--- src/rtl/ram_test_pkg.sv ---
// Shared types and helpers for the SDRAM pattern tester.
// The pattern mixes low and high address bits so that both row and column lines toggle.
package ram_test_pkg;

    typedef enum logic [2:0] {
        ST_IDLE,
        ST_WRITE,
        ST_READ,
        ST_REFRESH,
        ST_DONE
    } state_t;

    localparam logic [1:0] DS_IDLE   = 2'b11;
    localparam logic [1:0] DS_ACTIVE = 2'b00;

    function automatic logic [15:0] pat(input logic [15:0] lo,
                                        input logic [7:0]  hi,
                                        input logic        phase);
        return lo ^ {hi, 8'h00} ^ {16{phase}};
    endfunction

endpackage

--- src/rtl/ram_pattern_tester_slot_timer.sv ---
// Access-slot cycle counter plus refresh-interval down-counter for the RAM pattern tester.
// The cycle counter parks at 0 whenever run is low, so the first busy cycle is always slot cycle 0.
module slot_timer #(
    parameter int SLOT_LEN  = 4,
    parameter int RD_SAMPLE = 3,
    parameter int REF_EVERY = 8
) (
    input  logic clk_32,
    input  logic reset,
    input  logic run,
    input  logic acc_end,
    output logic slot_start,
    output logic slot_last,
    output logic sample_en,
    output logic ref_due
);

    localparam int CW = (SLOT_LEN > 1) ? $clog2(SLOT_LEN) : 1;
    localparam int RW = $clog2(REF_EVERY + 1);
    localparam logic [CW-1:0] CNT_LAST   = CW'(SLOT_LEN - 1);
    localparam logic [CW-1:0] CNT_SAMPLE = CW'(RD_SAMPLE);
    localparam logic [RW-1:0] REF_LOAD   = RW'(REF_EVERY - 1);

    logic [CW-1:0] cnt;
    logic [RW-1:0] ref_cnt;

    always_ff @(posedge clk_32 or posedge reset) begin
        if (reset) begin
            cnt <= '0;
        end else if (!run || cnt == CNT_LAST) begin
            cnt <= '0;
        end else begin
            cnt <= cnt + 1'b1;
        end
    end

    // Terminal count marks the access slot that closes a refresh interval.
    always_ff @(posedge clk_32 or posedge reset) begin
        if (reset) begin
            ref_cnt <= REF_LOAD;
        end else if (acc_end) begin
            ref_cnt <= (ref_cnt == '0) ? REF_LOAD : ref_cnt - 1'b1;
        end
    end

    assign slot_start = run && (cnt == '0);
    assign slot_last  = run && (cnt == CNT_LAST);
    assign sample_en  = run && (cnt == CNT_SAMPLE);
    assign ref_due    = (ref_cnt == '0);

endmodule

--- src/rtl/ram_pattern_tester.sv ---
// Board bring-up bus master: writes a pattern, reads it back, then repeats inverted.
// Bus outputs decode straight from flops so an async reset drops cs without waiting for a clock.
//
// state      | meaning
// ST_IDLE    | waiting for ram_ready && start, addr parked at 0
// ST_WRITE   | one write slot per word, din = pat(addr)
// ST_READ    | one read slot per word, dout compared at RD_SAMPLE
// ST_REFRESH | one refresh slot, then back to ret_state at the same addr
// ST_DONE    | pass pair finished (LOOP=0); waits for start low then high
module ram_pattern_tester
    import ram_test_pkg::*;
#(
    parameter int ADDR_W          = 22,
    parameter int TEST_WORDS_LOG2 = 22,
    parameter int SLOT_LEN        = 4,
    parameter int RD_SAMPLE       = 3,
    parameter int REF_EVERY       = 8,
    parameter bit LOOP            = 1'b1
) (
    input  logic              clk_32,
    input  logic              reset,
    input  logic              ram_ready,
    input  logic              start,
    output logic              cs,
    output logic              we,
    output logic [1:0]        ds,
    output logic [ADDR_W-1:0] addr,
    output logic [15:0]       din,
    input  logic [15:0]       dout,
    output logic              refresh,
    output logic              busy,
    output logic              done,
    output logic              error,
    output logic [15:0]       err_count,
    output logic [ADDR_W-1:0] err_addr,
    output logic [15:0]       err_data,
    output logic [7:0]        pass_cnt
);

    localparam logic [ADDR_W-1:0] LAST_ADDR =
        ADDR_W'((64'd1 << TEST_WORDS_LOG2) - 64'd1);

    state_t            state, state_nxt;
    state_t            ret_state, ret_nxt;
    state_t            seq;
    logic [ADDR_W-1:0] addr_q, addr_nxt;
    logic              phase, phase_nxt;
    logic              pass_end;
    logic              acc_end;
    logic              stop_req;
    logic              start_low_seen;
    logic              rd_ok;
    logic              halt;
    logic              slot_start, slot_last, sample_en, ref_due;
    logic [15:0]       exp_pat;
    logic              mism;

    slot_timer #(
        .SLOT_LEN  (SLOT_LEN),
        .RD_SAMPLE (RD_SAMPLE),
        .REF_EVERY (REF_EVERY)
    ) u_slot_timer (
        .clk_32     (clk_32),
        .reset      (reset),
        .run        (busy),
        .acc_end    (acc_end),
        .slot_start (slot_start),
        .slot_last  (slot_last),
        .sample_en  (sample_en),
        .ref_due    (ref_due)
    );

    assign busy    = (state == ST_WRITE) || (state == ST_READ) || (state == ST_REFRESH);
    assign halt    = stop_req || !start || !ram_ready;
    assign exp_pat = pat(addr_q[15:0], addr_q[ADDR_W-1 -: 8], phase);

    always_ff @(posedge clk_32 or posedge reset) begin
        if (reset) begin
            state     <= ST_IDLE;
            ret_state <= ST_WRITE;
            addr_q    <= '0;
            phase     <= 1'b0;
        end else begin
            state     <= state_nxt;
            ret_state <= ret_nxt;
            addr_q    <= addr_nxt;
            phase     <= phase_nxt;
        end
    end

    always_comb begin
        state_nxt = state;
        ret_nxt   = ret_state;
        addr_nxt  = addr_q;
        phase_nxt = phase;
        pass_end  = 1'b0;
        acc_end   = 1'b0;
        seq       = state;
        case (state)
            ST_IDLE: begin
                if (ram_ready && start) state_nxt = ST_WRITE;
            end
            ST_WRITE, ST_READ: begin
                if (slot_last) begin
                    acc_end = 1'b1;
                    if (addr_q != LAST_ADDR) begin
                        addr_nxt = addr_q + 1'b1;
                        seq      = state;
                    end else if (state == ST_WRITE) begin
                        addr_nxt = '0;
                        seq      = ST_READ;
                    end else begin
                        addr_nxt  = '0;
                        pass_end  = 1'b1;
                        phase_nxt = ~phase;
                        seq       = LOOP ? ST_WRITE : ST_DONE;
                    end
                    if (halt) begin
                        state_nxt = ST_IDLE;
                        addr_nxt  = '0;
                    end else if (seq == ST_DONE) begin
                        state_nxt = ST_DONE;
                    end else if (ref_due) begin
                        state_nxt = ST_REFRESH;
                        ret_nxt   = seq;
                    end else begin
                        state_nxt = seq;
                    end
                end
            end
            ST_REFRESH: begin
                if (slot_last) begin
                    if (halt) begin
                        state_nxt = ST_IDLE;
                        addr_nxt  = '0;
                    end else begin
                        state_nxt = ret_state;
                    end
                end
            end
            ST_DONE: begin
                if (start_low_seen && start && ram_ready) state_nxt = ST_WRITE;
            end
            default: state_nxt = ST_IDLE;
        endcase
    end

    // rd_ok remembers whether ram_ready held since the slot began, so a dip
    // anywhere before the sample point cancels that compare.
    always_ff @(posedge clk_32 or posedge reset) begin
        if (reset) begin
            stop_req       <= 1'b0;
            start_low_seen <= 1'b0;
            rd_ok          <= 1'b0;
        end else begin
            stop_req       <= busy && (state_nxt != ST_IDLE) && halt;
            start_low_seen <= (state == ST_DONE) && (start_low_seen || !start);
            rd_ok          <= slot_start ? ram_ready : (rd_ok && ram_ready);
        end
    end

    assign mism = (state == ST_READ) && sample_en && ram_ready &&
                  (slot_start || rd_ok) && (dout != exp_pat);

    always_ff @(posedge clk_32 or posedge reset) begin
        if (reset) begin
            done      <= 1'b0;
            error     <= 1'b0;
            err_count <= '0;
            err_addr  <= '0;
            err_data  <= '0;
            pass_cnt  <= '0;
        end else begin
            if (pass_end) begin
                done     <= 1'b1;
                pass_cnt <= pass_cnt + 1'b1;
            end
            if (mism) begin
                if (err_count != 16'hFFFF) err_count <= err_count + 1'b1;
                if (!error) begin
                    error    <= 1'b1;
                    err_addr <= addr_q;
                    err_data <= dout;
                end
            end
        end
    end

    assign cs      = ((state == ST_WRITE) || (state == ST_READ)) && !slot_last;
    assign refresh = (state == ST_REFRESH) && !slot_last;
    assign ds      = cs ? DS_ACTIVE : DS_IDLE;
    assign we      = (state == ST_WRITE);
    assign din     = (state == ST_WRITE) ? exp_pat : 16'h0000;
    assign addr    = addr_q;

endmodule

--- config.mk ---
export PLATFORM = sky130hd
export DESIGN_NAME = ram_pattern_tester
export DESIGN_NICKNAME = d
export VERILOG_FILES = /design/src/rtl/ram_test_pkg.sv /design/src/rtl/ram_pattern_tester_slot_timer.sv /design/src/rtl/ram_pattern_tester.sv
export SDC_FILE = /design/constraint.sdc
export NUM_CORES = 1
export LEC_CHECK = 0
export BUFFER_PORTS_ARGS = -buffer_cell sky130_fd_sc_hd__buf_2
export CORE_MARGIN = 4
export CORE_UTILIZATION = 50
export CTS_BUF_LIST = sky130_fd_sc_hd__clkbuf_2
export CTS_CLUSTER_SIZE = 40
export DETAILED_ROUTE_END_ITERATION = 12
export GPL_TIMING_DRIVEN = 0
export PLACE_DENSITY = 0.87
export SETUP_SLACK_MARGIN = 0.4
export SYNTH_ARGS = -nofsm -noshare
export SYNTH_HDL_FRONTEND = slang
export SYNTH_SLANG_ARGS = --single-unit
--- constraint.sdc ---
create_clock -name clk_32 -period 3.1 [get_ports clk_32]
set_input_delay 0.31 -clock clk_32 [delete_from_list [all_inputs] [get_ports clk_32]]
set_output_delay 0.31 -clock clk_32 [all_outputs]
set_load 0.03 [all_outputs]
==> results by group, run 1 <==
Synthesis
  – Post-synth top area share: 45.2%
  – Sequential fraction of the synthesis area: 47.2%
  – Ranking of synthesized cells by area: dfrtp_1, xnor2_1, mux2_4, mux2_2, nor2_1
  – Synth cell count leaders: dfrtp_1, nor2_1, xnor2_1, nand2_1, nand3_1
  – Largest family of logic cells by synthesized area: simple AND/OR/NAND/NOR gates
  – Yosys reg bits: 102
  – Post-Synth Simple-Gate Area: 17.5%
  – Post-synthesis cell type count: 56
  – Mux share of post-synthesis cell area: 9.90%
  – XOR/XNOR Fraction of Synth Area: 12.7%
  – Largest area contributor in the netlist: dfrtp_1
  – Cell Area, Synth: 0.00542 mm2
  – Async SR Flop Fraction: 100%
  – Count leader, synth: dfrtp_1
  – YS warnings: 0
  – Syn Inst Count: 505
  – Synth Area in Compound Gates: 6.95%
  – Post-synthesis area per instance: 10.7 um2
  – Ys flop type: dfrtp_1
  – Post-synthesis adder-cell area fraction: 1.38%
  – Number of flops mapped to enable cells by yosys: 0
  – Syn nets: 531

Pwr
  – Total power: 0.00281 W
  – VDD IR max: 0.363 mV
  – Cell Pwr Density: 422 mW/mm2
  – Leakage: 3.44 nW

Hold path
  – Worst Hold Class: in2async

Die
  – Die area: 0.0126 mm2
  – Starting Density: 51.8%
  – Core Box Area: 0.0105 mm2
  – Die H: 112 um
  – Die Span X: 112 um
  – # IOs: 128
  – Floorplan row count: 37

Routing
  – Pre-Repair DR Iteration Count: 5
  – Initial DRC count: 476
  – Final ANT Viol Nets: 0
  – Vias: 4482
  – Post-Route WL: 14000 um
  – Avg Vias per Cell: 5.55
  – Wire length per cell: 17.4 um
  – DRC Markers: 0

GRT
  – First-pass GRT wire length: 22700 um
  – Grt total ovfl: 0
  – Largest net degree at the start of global routing: 45
  – Vias in the first global route: 4503
  – Initial antenna violation count: 0
  – Global-route usage over all layers: 22.0%

Timing
  – Fin crit period: 2.59 ns
  – RSZ-0062 raised after global routing: yes
  – Crit share post-route: 83.7%
  – Skew final: 0.0150 ns
  – FMAX: 0.385 GHz
  – Setup-failing EPs final: 0
  – Post-route setup TNS: 0 ns
  – Worst slew margin: 54.2%
  – Final Hold Fails: 0
  – Final Slew Violations: 0
  – Tightest Pin Transition: 0.687 ns

Clock tree
  – Max clock buf depth: 2
  – Clock-pin slew on the worst setup and hold paths: 0.26 ns
  – CTS HTree Levels: 3
  – Worst-Skew Late Latency: 0.58 ns
  – CTS root buffer: clkbuf_2
  – CTS tree: built
  – # clock sinks: 102
  – Num CTS Buffers: 9

Critical path
  – Crit start category: register
  – Data arrival time of the worst path: 3.09 ns
  – Crit path kind: reg2reg
  – Req. time, crit path: 3.59 ns
  – R2R setup slack: 0.51 ns
  – Setup crit end kind: register
  – Worst-path maximum fanout: 10

Final layout
  – Multi-input gate area: 0.00268 mm2
  – Net count reported at finish: 692
  – Ant diodes: 0
  – Filler Cell Count: 801
  – Seq. cell area: 0.00256 mm2
  – Area growth from synthesis to layout: 22.8%
  – Share of layout cells above drive strength 1: 34.7%
  – Finished Layout Cells: 807

Place
  – Post-DP HPWL: 10100 um
  – Placer Congestion: 0.856
  – Placed instance count: 770
  – Port bufs: 127

Job
  – Maxcap violations: 0

Outcome
  – Outcome: finished, final reports clean
-- routing by layer --
metal	part of all wire [%]	wire length (um)	track usage (%)
met1	41	5680	27.7
met5	0	0	0
met4	2.1	297	7.53
met3	7.2	1010	4.64
met2	50	7020	37.9
-- state kept, by name (all words and copies together) (netlist names), 2 cells and up --
signal / cells
addr: 22
err_addr: 22
err_count: 16
err_data: 16
pass_cnt: 8
u_slot_timer.ref_cnt: 4
ret_state: 3
state: 3
u_slot_timer.cnt: 2
-- worst max-delay path, stage by stage (launching register included) --
cell and delay (ns):
dfrtp_1 0.57, xnor2_2 0.23, or3_4 0.42, a2111oi_4 0.36, nand4_4 0.18, nand2_4 0.11, buf_8 0.17, buf_12 0.17
mux2_4 0.31
-- metrics by stage --
| stage | area [um2] | utilization [%] | hold slack [ns] | setup WS (ns) |
|---|---|---|---|---|
| 2_1_floorplan | 5430 | - | 0.392 | 0.434 |
| 3_3_place_gp | 6230 | 59.6 | 0.444 | 0.327 |
| 3_5_place_dp | 6270 | 59.9 | 0.337 | 0.277 |
| 4_1_cts | 6580 | 62.8 | 0.00459 | 0.405 |
| 5_1_grt | 6660 | 63.6 | 0.193 | 0.377 |
| 6_report | 6660 | 63.6 | 0.230 | 0.506 |
-- final timing paths --
check,from,to,depth (start not counted)
worst min-delay path,reset,pass_cnt[7],3
max in group asynchronous,reset,ret_state[0],4
min in group clk_32,start,start_low_seen,3
worst max register to register,addr[14],err_data[15],8
worst min register to register,pass_cnt[7],pass_cnt[7],1
worst max-delay path,addr[14],err_data[15],8
-- repair_timing --
item                                    in CTS  in global routing
endpoints found under the setup margin      70                 77
cloned                                       0                  0
hold buffers                                18                  1
setup buffers                                1                  1
pin swaps                                    1                  0
hold endpoints to repair                    32                  1
gates resized for setup                     11                 35
-- cell usage in the layout (no fill, tap or decap), types with 4 or more instances in the layout --
cell type      Yosys  layout
nand3_1           24      24
buf_12             2       4
nor2b_1            5       5
or2_2              4       4
clkbuf_1          18       7
clkbuf_2           0      19
mux2_2            21      21
mux2_4            20      20
inv_1             15      14
o21ai_0           19      17
dfstp_2            4       4
o31ai_1            5       5
xor2_1            20      20
nand3b_1           4       4
nand2_1           32      32
nor3_1            11      11
dfrtp_1           98      98
buf_4              3      15
ha_1               6       6
nand4_1           15      15
buf_2              6     125
a21oi_1           13      12
dlygate4sd3_1      0      19
nor2_1            54      54
xnor3_1            4       4
and3_1            11      11
xnor2_1           43      42
-- report_power, final --
part           internal [W]  switching [W]
clock              0.000107       0.000440
combinational      0.000272       0.000502
sequential          0.00143      0.0000575
-- cells by family after synthesis --
| kind of cell | after synthesis |
|---|---|
| adders and majority gates | 6 |
| DFF | 102 |
| and+or+nand+nor | 183 |
| AOI/OAI and AO/OA | 57 |
| xor gates and xnor gates | 69 |
| muxes | 41 |
| buffers and inverters | 47 |
-- layout make-up --
cell class              count  area share (%)
plain buffers              32            3.06
clock buffers              10           0.752
clock inverters             6           0.564
inverters                  15           0.902
multi-input cells         356            40.2
flip-flops and latches    102            38.4
well taps                 136            2.56
repair buffers            150            13.5
(Power assumes the default switching activity.)
==> run 2, diff against run 1 <==
Settings changed: ABC_AREA set to 1, CORE_UTILIZATION 50 to 51, PLACE_DENSITY 0.87 to 0.88.
Clock period 3.1 ns to 2.14 ns, I/O delays scaled along.
==> results by group, run 2 <==
Critical path
  – Crit start category: register
  – Cell breakdown of the critical path: buf_6 > xnor2_1 > xor2_1 > nand2_1 > nor2_1 > nand2_1 > nor2_2 > nand2_4 > buf_12 > buf_8 > nand4_1 > nand2_1
  – R2R setup slack: -0.34 ns (-0.84 ns)
  – CP top delay family: simple AND/OR/NAND/NOR gates
  – Critical Path Max Stage Delay: 0.47 ns (-0.10 ns)
  – Data arrival time of the worst path: 3.02 ns (-0.07 ns)
  – Setup crit end kind: register
  – Crit path buf inv count: 3 (+1)
  – Req. time, crit path: 2.68 ns (-0.91 ns)
  – CP max-delay cell: dfrtp_1
  – Most used cell, CP: nand2_1
  – Worst-path maximum fanout: 10 (unchanged)
  – Crit path kind: reg2reg

Clock tree
  – Num CTS Buffers: 9 (unchanged)
  – Max clock buf depth: 2 (unchanged)
  – # clock sinks: 102 (unchanged)
  – CTS tree: built
  – CTS root buffer: clkbuf_2
  – CTS HTree Levels: 3 (unchanged)
  – Worst-Skew Late Latency: 0.63 ns (+0.05 ns)
  – Clock-pin slew on the worst setup and hold paths: 0.32 ns (+0.06 ns)

Die
  – Core Box Area: 0.0110 mm2 (+5.0%)
  – Starting Density: 53.0% (+1.2 points)
  – Die Span X: 115 um (+2.4%)
  – # IOs: 128 (unchanged)
  – Floorplan row count: 38 (+2.7%)
  – Die area: 0.0132 mm2 (+4.9%)
  – Die H: 115 um (+2.4%)

Pwr
  – Cell Pwr Density: 617 mW/mm2 (+46%)
  – VDD IR max: 0.620 mV (+71%)
  – Leakage: 4.67 nW (+36%)
  – Switching portion of total power: 40.9% (+5.3 points)
  – Clock network power share: 16.0% (-3.5 points)
  – Register share of total power: 39.5% (-13 points)
  – Comb power frac: 44.6% (+17 points)
  – Internal power: 0.00328 W (+82%)
  – P_sw: 0.00227 W (+130%)

Synthesis
  – Syn nets: 777 (+46%)
  – Synth cell count leaders: nand2_1, dfrtp_1, inv_1, nor2_1, nand4_1
  – Number of flops mapped to enable cells by yosys: 0 (unchanged)
  – Count leader, synth: nand2_1
  – Cell Area, Synth: 0.00582 mm2 (+7.3%)
  – Syn Inst Count: 751 (+49%)
  – Sequential fraction of the synthesis area: 43.9% (-3.2 points)
  – Largest area contributor in the netlist: dfrtp_1
  – Post-synthesis area per instance: 7.75 um2 (-28%)
  – Post-synthesis cell type count: 39 (-30%)
  – YS warnings: 0 (unchanged)
  – Async SR Flop Fraction: 100% (unchanged)
  – Post-synth top area share: 42.1% (-3.1 points)
  – Ys flop type: dfrtp_1
  – Ranking of synthesized cells by area: dfrtp_1, nand2_1, nand4_1, xor2_1, inv_1
  – Yosys reg bits: 102 (unchanged)

Timing
  – Crit share post-route: 116% (+32 points)
  – Worst slew margin: 57.9% (+3.7 points)
  – Skew final: 0.0439 ns (+0.0289 ns)
  – Worst setup margin: -0.338 ns (-0.844 ns)
  – Final Slew Violations: 0 (unchanged)
  – Final Hold Fails: 0 (unchanged)
  – RSZ-0062 raised after global routing: yes
  – Tightest Pin Transition: 0.630 ns (-0.0572 ns)
  – FMAX: 0.403 GHz (+4.7%)
  – Setup-failing EPs final: 71 (+71)
  – Fin crit period: 2.48 ns (-0.116 ns)

GRT
  – Largest net degree at the start of global routing: 43 (-4.4%)
  – Vias in the first global route: 6197 (+38%)
  – Initial antenna violation count: 0 (unchanged)
  – First-pass GRT wire length: 31300 um (+38%)
  – Grt total ovfl: 0 (unchanged)
  – Global-route usage over all layers: 29.8% (+7.7 points)

Final layout
  – Net count reported at finish: 1018 (+47%)
  – Share of layout cells above drive strength 1: 48.7% (+14 points)
  – Most frequent cells in the layout: nand2_1, buf_2, dfrtp_1, buf_6, nand4_1
  – Filler Cell Count: 564 (-30%)
  – Area growth from synthesis to layout: 54.6%
  – Final Cell Area: 0.00900 mm2 (+35%)
  – Ant diodes: 0 (unchanged)
  – Finished Layout Cells: 1137 (+41%)
  – Most common cell after layout, fill and taps aside: nand2_1

Routing
  – Initial DRC count: 898 (+89%)
  – Final ANT Viol Nets: 0 (unchanged)
  – DRC Markers: 0 (unchanged)
  – Pre-Repair DR Iteration Count: 8 (+3)
  – Wire length per cell: 22.3 um (+28%)
  – M1 WL: 8450 um (+49%)
  – Metal2 WL: 11900 um (+69%)
  – Post-Route WL: 25300 um (+81%)
  – Avg Vias per Cell: 6.22 (+12%)
  – Vias: 7077 (+58%)
  – Highest metal used: met4
  – Met3 wire len: 3000 um (+200%)

Outcome
  – Outcome: finished, violations left
  – Failing checks: setup timing

Place
  – Placer Congestion: 0.917 (+7.1%)
  – Placed instance count: 1020 (+32%)
  – Placed instance area: 0.00677 mm2 (+7.9%)
  – Port bufs: 127 (unchanged)
  – Post-DP HPWL: 12300 um (+22%)

Job
  – Maxcap violations: 0 (unchanged)

Hold path
  – Worst Hold Class: in2async
==> run 2: metal layers <==
metal / up-vias / track usage [%]
li1: 2905 / -
met3: 227 / 5.32
met1: 3290 / 37.3
met5: - / 0
met2: 655 / 49.6
met4: 0 / 15.1
==> run 2: path summary, 6_finish.rpt <==
kind	end	startpoint	cells after the start
setup reg to reg	err_addr[10]	phase	12
max in group asynchronous	err_count[1]	reset	5
hold reg to reg	pass_cnt[7]	pass_cnt[7]	1
hold / removal	addr[6]	reset	3
setup / recovery	err_addr[10]	phase	12
min in group clk_32	err_data[12]	dout[12]	4
==> run 2: metrics by stage <==
stage	setup WS, ns	hold WS (ns)	util (%)	total power (W)	setup TNS [ns]
detailed placement	0.0736	0.323	61.6	0.00328	0
finish	-0.338	0.142	82.0	0.00555	-15.41
global placement	-0.0963	0.447	61.2	0.00325	-1.56
floorplan	0.235	0.360	-	0.00298	0
global route	-0.381	0.213	82.0	0.00571	-17.68
CTS	0.0825	0.195	73.3	0.00454	0
==> run 2: logic make-up after synthesis <==
kind of cell,Yosys count,synth area share (%)
AO/OA/AOI/OAI,33,3.25
XOR/XNOR,49,7.37
adder cells (fa/ha/maj),6,1.29
buffers and inverters,109,9.14
flip-flops,102,43.9
multiplexers,1,0.193
AND/OR/NAND/NOR,451,34.8
==> run 2: what timing repair did <==
item | CTS | global route
endpoints found under the hold margin | 45 | 0
hold buffers | 19 | 0
gates cloned | 8 | 0
setup endpoints to repair | 113 | 116
pin swaps | 60 | 74
gates resized for setup | 194 | 177
buffers inserted | 36 | 38
==> run 2: power groups by stage <==
stage                     Combinational [W]  Sequential, W  Clock, W
after CTS                           0.00153        0.00216  0.000842
after floorplan                    0.000788        0.00219         0
after global routing                0.00258        0.00220  0.000937
after global placement              0.00107        0.00218         0
after detailed placement            0.00110        0.00219         0
final                               0.00248        0.00219  0.000886
==> run 2: final cells by class <==
cell class,instances,area [um2],area share [%]
plain buffers,36,377,4.18
flip-flops and latches,102,2590,28.8
clock buffers,9,45.0,0.500
repair buffers,230,1780,19.8
inverters,73,298,3.31
well taps,140,175,1.95
clock inverters,7,47.5,0.528
multi-input cells,540,3690,41.0
==> run 2: worst min-delay path, stage by stage <==
cell	delay, ns
dlygate4sd3_1	0.53
buf_2	0.13
clkinvlp_4	0.42
==> run 3, diff against run 2 <==
Settings changed: CORE_UTILIZATION 51 to 50, CTS_BUF_LIST sky130_fd_sc_hd__clkbuf_2 to not set, PLACE_DENSITY 0.88 to 0.86.
==> results by group, run 3 (same netlist as run 2, synthesis figures left out) <==
Outcome
  – Outcome: finished, violations left
  – Failing checks: hold timing, setup timing

Die
  – Starting Density: 51.0% (-2.0 points)
  – Core Box Area: 0.0114 mm2 (+4.0%)
  – Die Span X: 116 um (+0.93%)
  – Die area: 0.0134 mm2 (+1.9%)
  – # IOs: 128 (unchanged)
  – Floorplan row count: 39 (+2.6%)
  – Die H: 116 um (+0.93%)

Critical path
  – Worst-path maximum fanout: 10 (unchanged)
  – Most used cell, CP: nand2_1
  – CP max-delay cell: dfrtp_1
  – Critical Path Start: phase
  – Setup crit end kind: register
  – Crit start category: register
  – Crit path to: err_addr[7]
  – R2R Path Start: phase
  – Crit path kind: reg2reg
  – Worst r2r path cells: 15 (+3)
  – R2R setup slack: -0.08 ns (+0.26 ns)
  – Req. time, crit path: 2.42 ns (-0.26 ns)
  – Data arrival time of the worst path: 2.50 ns (-0.52 ns)
  – Critical Path Max Stage Delay: 0.39 ns (-0.08 ns)
  – R2R Path End: err_addr[7]
  – Cell breakdown of the critical path: buf_6 > buf_8 > buf_6 > nand2_2 > nand2_2 > nand2_1 > nand4_1 > nor2_1 > nand2_1 > nor2_2 > nand2_4 > nand3_4 > buf_2 > nand2_1 > nand2_1

Timing
  – Min Hold Slack: -0.0171 ns (-0.159 ns)
  – Final Slew Violations: 0 (unchanged)
  – FMAX: 0.450 GHz (+11%)
  – Setup-failing EPs final: 51 (-28%)
  – Crit share post-route: 104% (-12 points)
  – Worst slew margin: 48.4% (-9.5 points)
  – Tightest Pin Transition: 0.772 ns (+0.142 ns)
  – RSZ-0062 raised after global routing: yes
  – Final Hold Fails: 11 (+11)
  – Skew final: 0.0136 ns (-0.0303 ns)
  – Fin crit period: 2.22 ns (-0.255 ns)
  – Worst setup margin: -0.0831 ns (+0.255 ns)

Clock tree
  – # clock sinks: 102 (unchanged)
  – Max clock buf depth: 2 (unchanged)
  – Num CTS Buffers: 9 (unchanged)
  – Hold buffers post-CTS: 0 (-19)
  – Clock-pin slew on the worst setup and hold paths: 0.08 ns (-0.24 ns)
  – CTS root buffer: clkbuf_16
  – Worst-Skew Late Latency: 0.35 ns (-0.28 ns)
  – CTS tree: built
  – CTS HTree Levels: 3 (unchanged)

Place
  – Placed instance area: 0.00677 mm2 (about the same)
  – Placer Congestion: 0.904 (-1.4%)
  – Port bufs: 127 (unchanged)
  – Post-DP HPWL: 12300 um (+0.40%)

Final layout
  – Filler Cell Count: 722 (+28%)
  – Area growth from synthesis to layout: 51.5%
  – Share of layout cells above drive strength 1: 43.8% (-4.9 points)
  – Most frequent cells in the layout: nand2_1, buf_2, dfrtp_1, nand4_1
  – Final core utilization: 77.2% (-4.7 points)
  – Most common cell after layout, fill and taps aside: nand2_1
  – Net count reported at finish: 995 (-2.3%)
  – Final Cell Area: 0.00882 mm2 (-2.1%)

Routing
  – Final ANT Viol Nets: 0 (unchanged)
  – Vias: 6638 (-6.2%)
  – Initial DRC count: 884 (-1.6%)
  – Wire length per cell: 20.5 um (-8.0%)
  – Pre-Repair DR Iteration Count: 7 (-1)
  – DRC Markers: 0 (unchanged)
  – Avg Vias per Cell: 5.94 (-4.6%)
  – Post-Route WL: 22900 um (-9.6%)

Job
  – Maxcap violations: 0 (unchanged)

GRT
  – Global-route usage over all layers: 28.2% (-1.6 points)
  – Vias in the first global route: 5954 (-3.9%)
  – Grt total ovfl: 0 (unchanged)
  – Initial antenna violation count: 1 (+1)
  – Largest net degree at the start of global routing: 37 (-14%)
  – First-pass GRT wire length: 29800 um (-4.7%)

Pwr
  – Leakage: 4.67 nW (+0.11%)
  – Total power: 0.00629 W (+13%)
  – Cell Pwr Density: 713 mW/mm2 (+16%)
  – VDD IR max: 0.554 mV (-11%)

Hold path
  – Worst Hold Class: in2async
## run 3: layout make-up
cell class              instances  area, um2  share of cell area (%)
multi-input cells             540       3470                    39.4
clock inverters                 6        134                    1.52
flip-flops and latches        102       2590                    29.3
inverters                      73        298                    3.38
plain buffers                  36        369                    4.19
repair buffers                207       1540                    17.5
clock buffers                  10        229                    2.60
diodes                          1       2.50                  0.0284
well taps                     143        179                    2.03
## run 3: through the flow
step | TNS (ns) | worst slack, ns | std cells
final | -1.26 | -0.0831 | 1118
after CTS | 0 | 0.184 | 1083
after detailed placement | 0 | 0.0516 | 1023
after global routing | -6.75 | -0.191 | 1118
after floorplan | 0 | 0.235 | 751
after global placement | -1.57 | -0.102 | 1021
## run 3: what timing repair did
| action | CTS | global route |
|---|---|---|
| setup endpoints to repair | 109 | 114 |
| buffers inserted | 38 | 31 |
| pin swaps | 25 | 72 |
| gates cloned | 6 | 3 |
| resized for setup | 135 | 159 |
## run 3: metal layers
metal	wire length [um]	track usage, %	vias to the layer above
met5	0	0	-
met4	1370	13.2	0
met3	2490	6.89	152
met2	10700	46.2	506
met1	8290	35.1	3117
li1	-	-	2863
## run 3: power breakdown
| group | total, W | leakage [nW] | internal, W | switching [W] |
|---|---|---|---|---|
| clock network | 0.00202 | 0.177 | 0.00126 | 0.000759 |
| registers | 0.00215 | 1.36 | 0.00206 | 0.0000946 |
| logic | 0.00212 | 3.14 | 0.000866 | 0.00125 |
## run 3: critical path, delay by kind of cell (launching register included)
kind / cells / cell delay, ns
AND/OR/NAND/NOR: 11 / 1.09
buffers and inverters: 4 / 0.65
flip-flops: 1 / 0.39
## run 3: worst min path at each step
stage,endpoint,slack (ns),cells after the start
final,addr[8],-0.02,2
after global routing,addr[8],0.06,2
after CTS,addr[8],0.01,2
after detailed placement,addr[8],0.39,2
after global placement,u_slot_timer.cnt[0],0.45,1
after floorplan,rd_ok,0.36,2
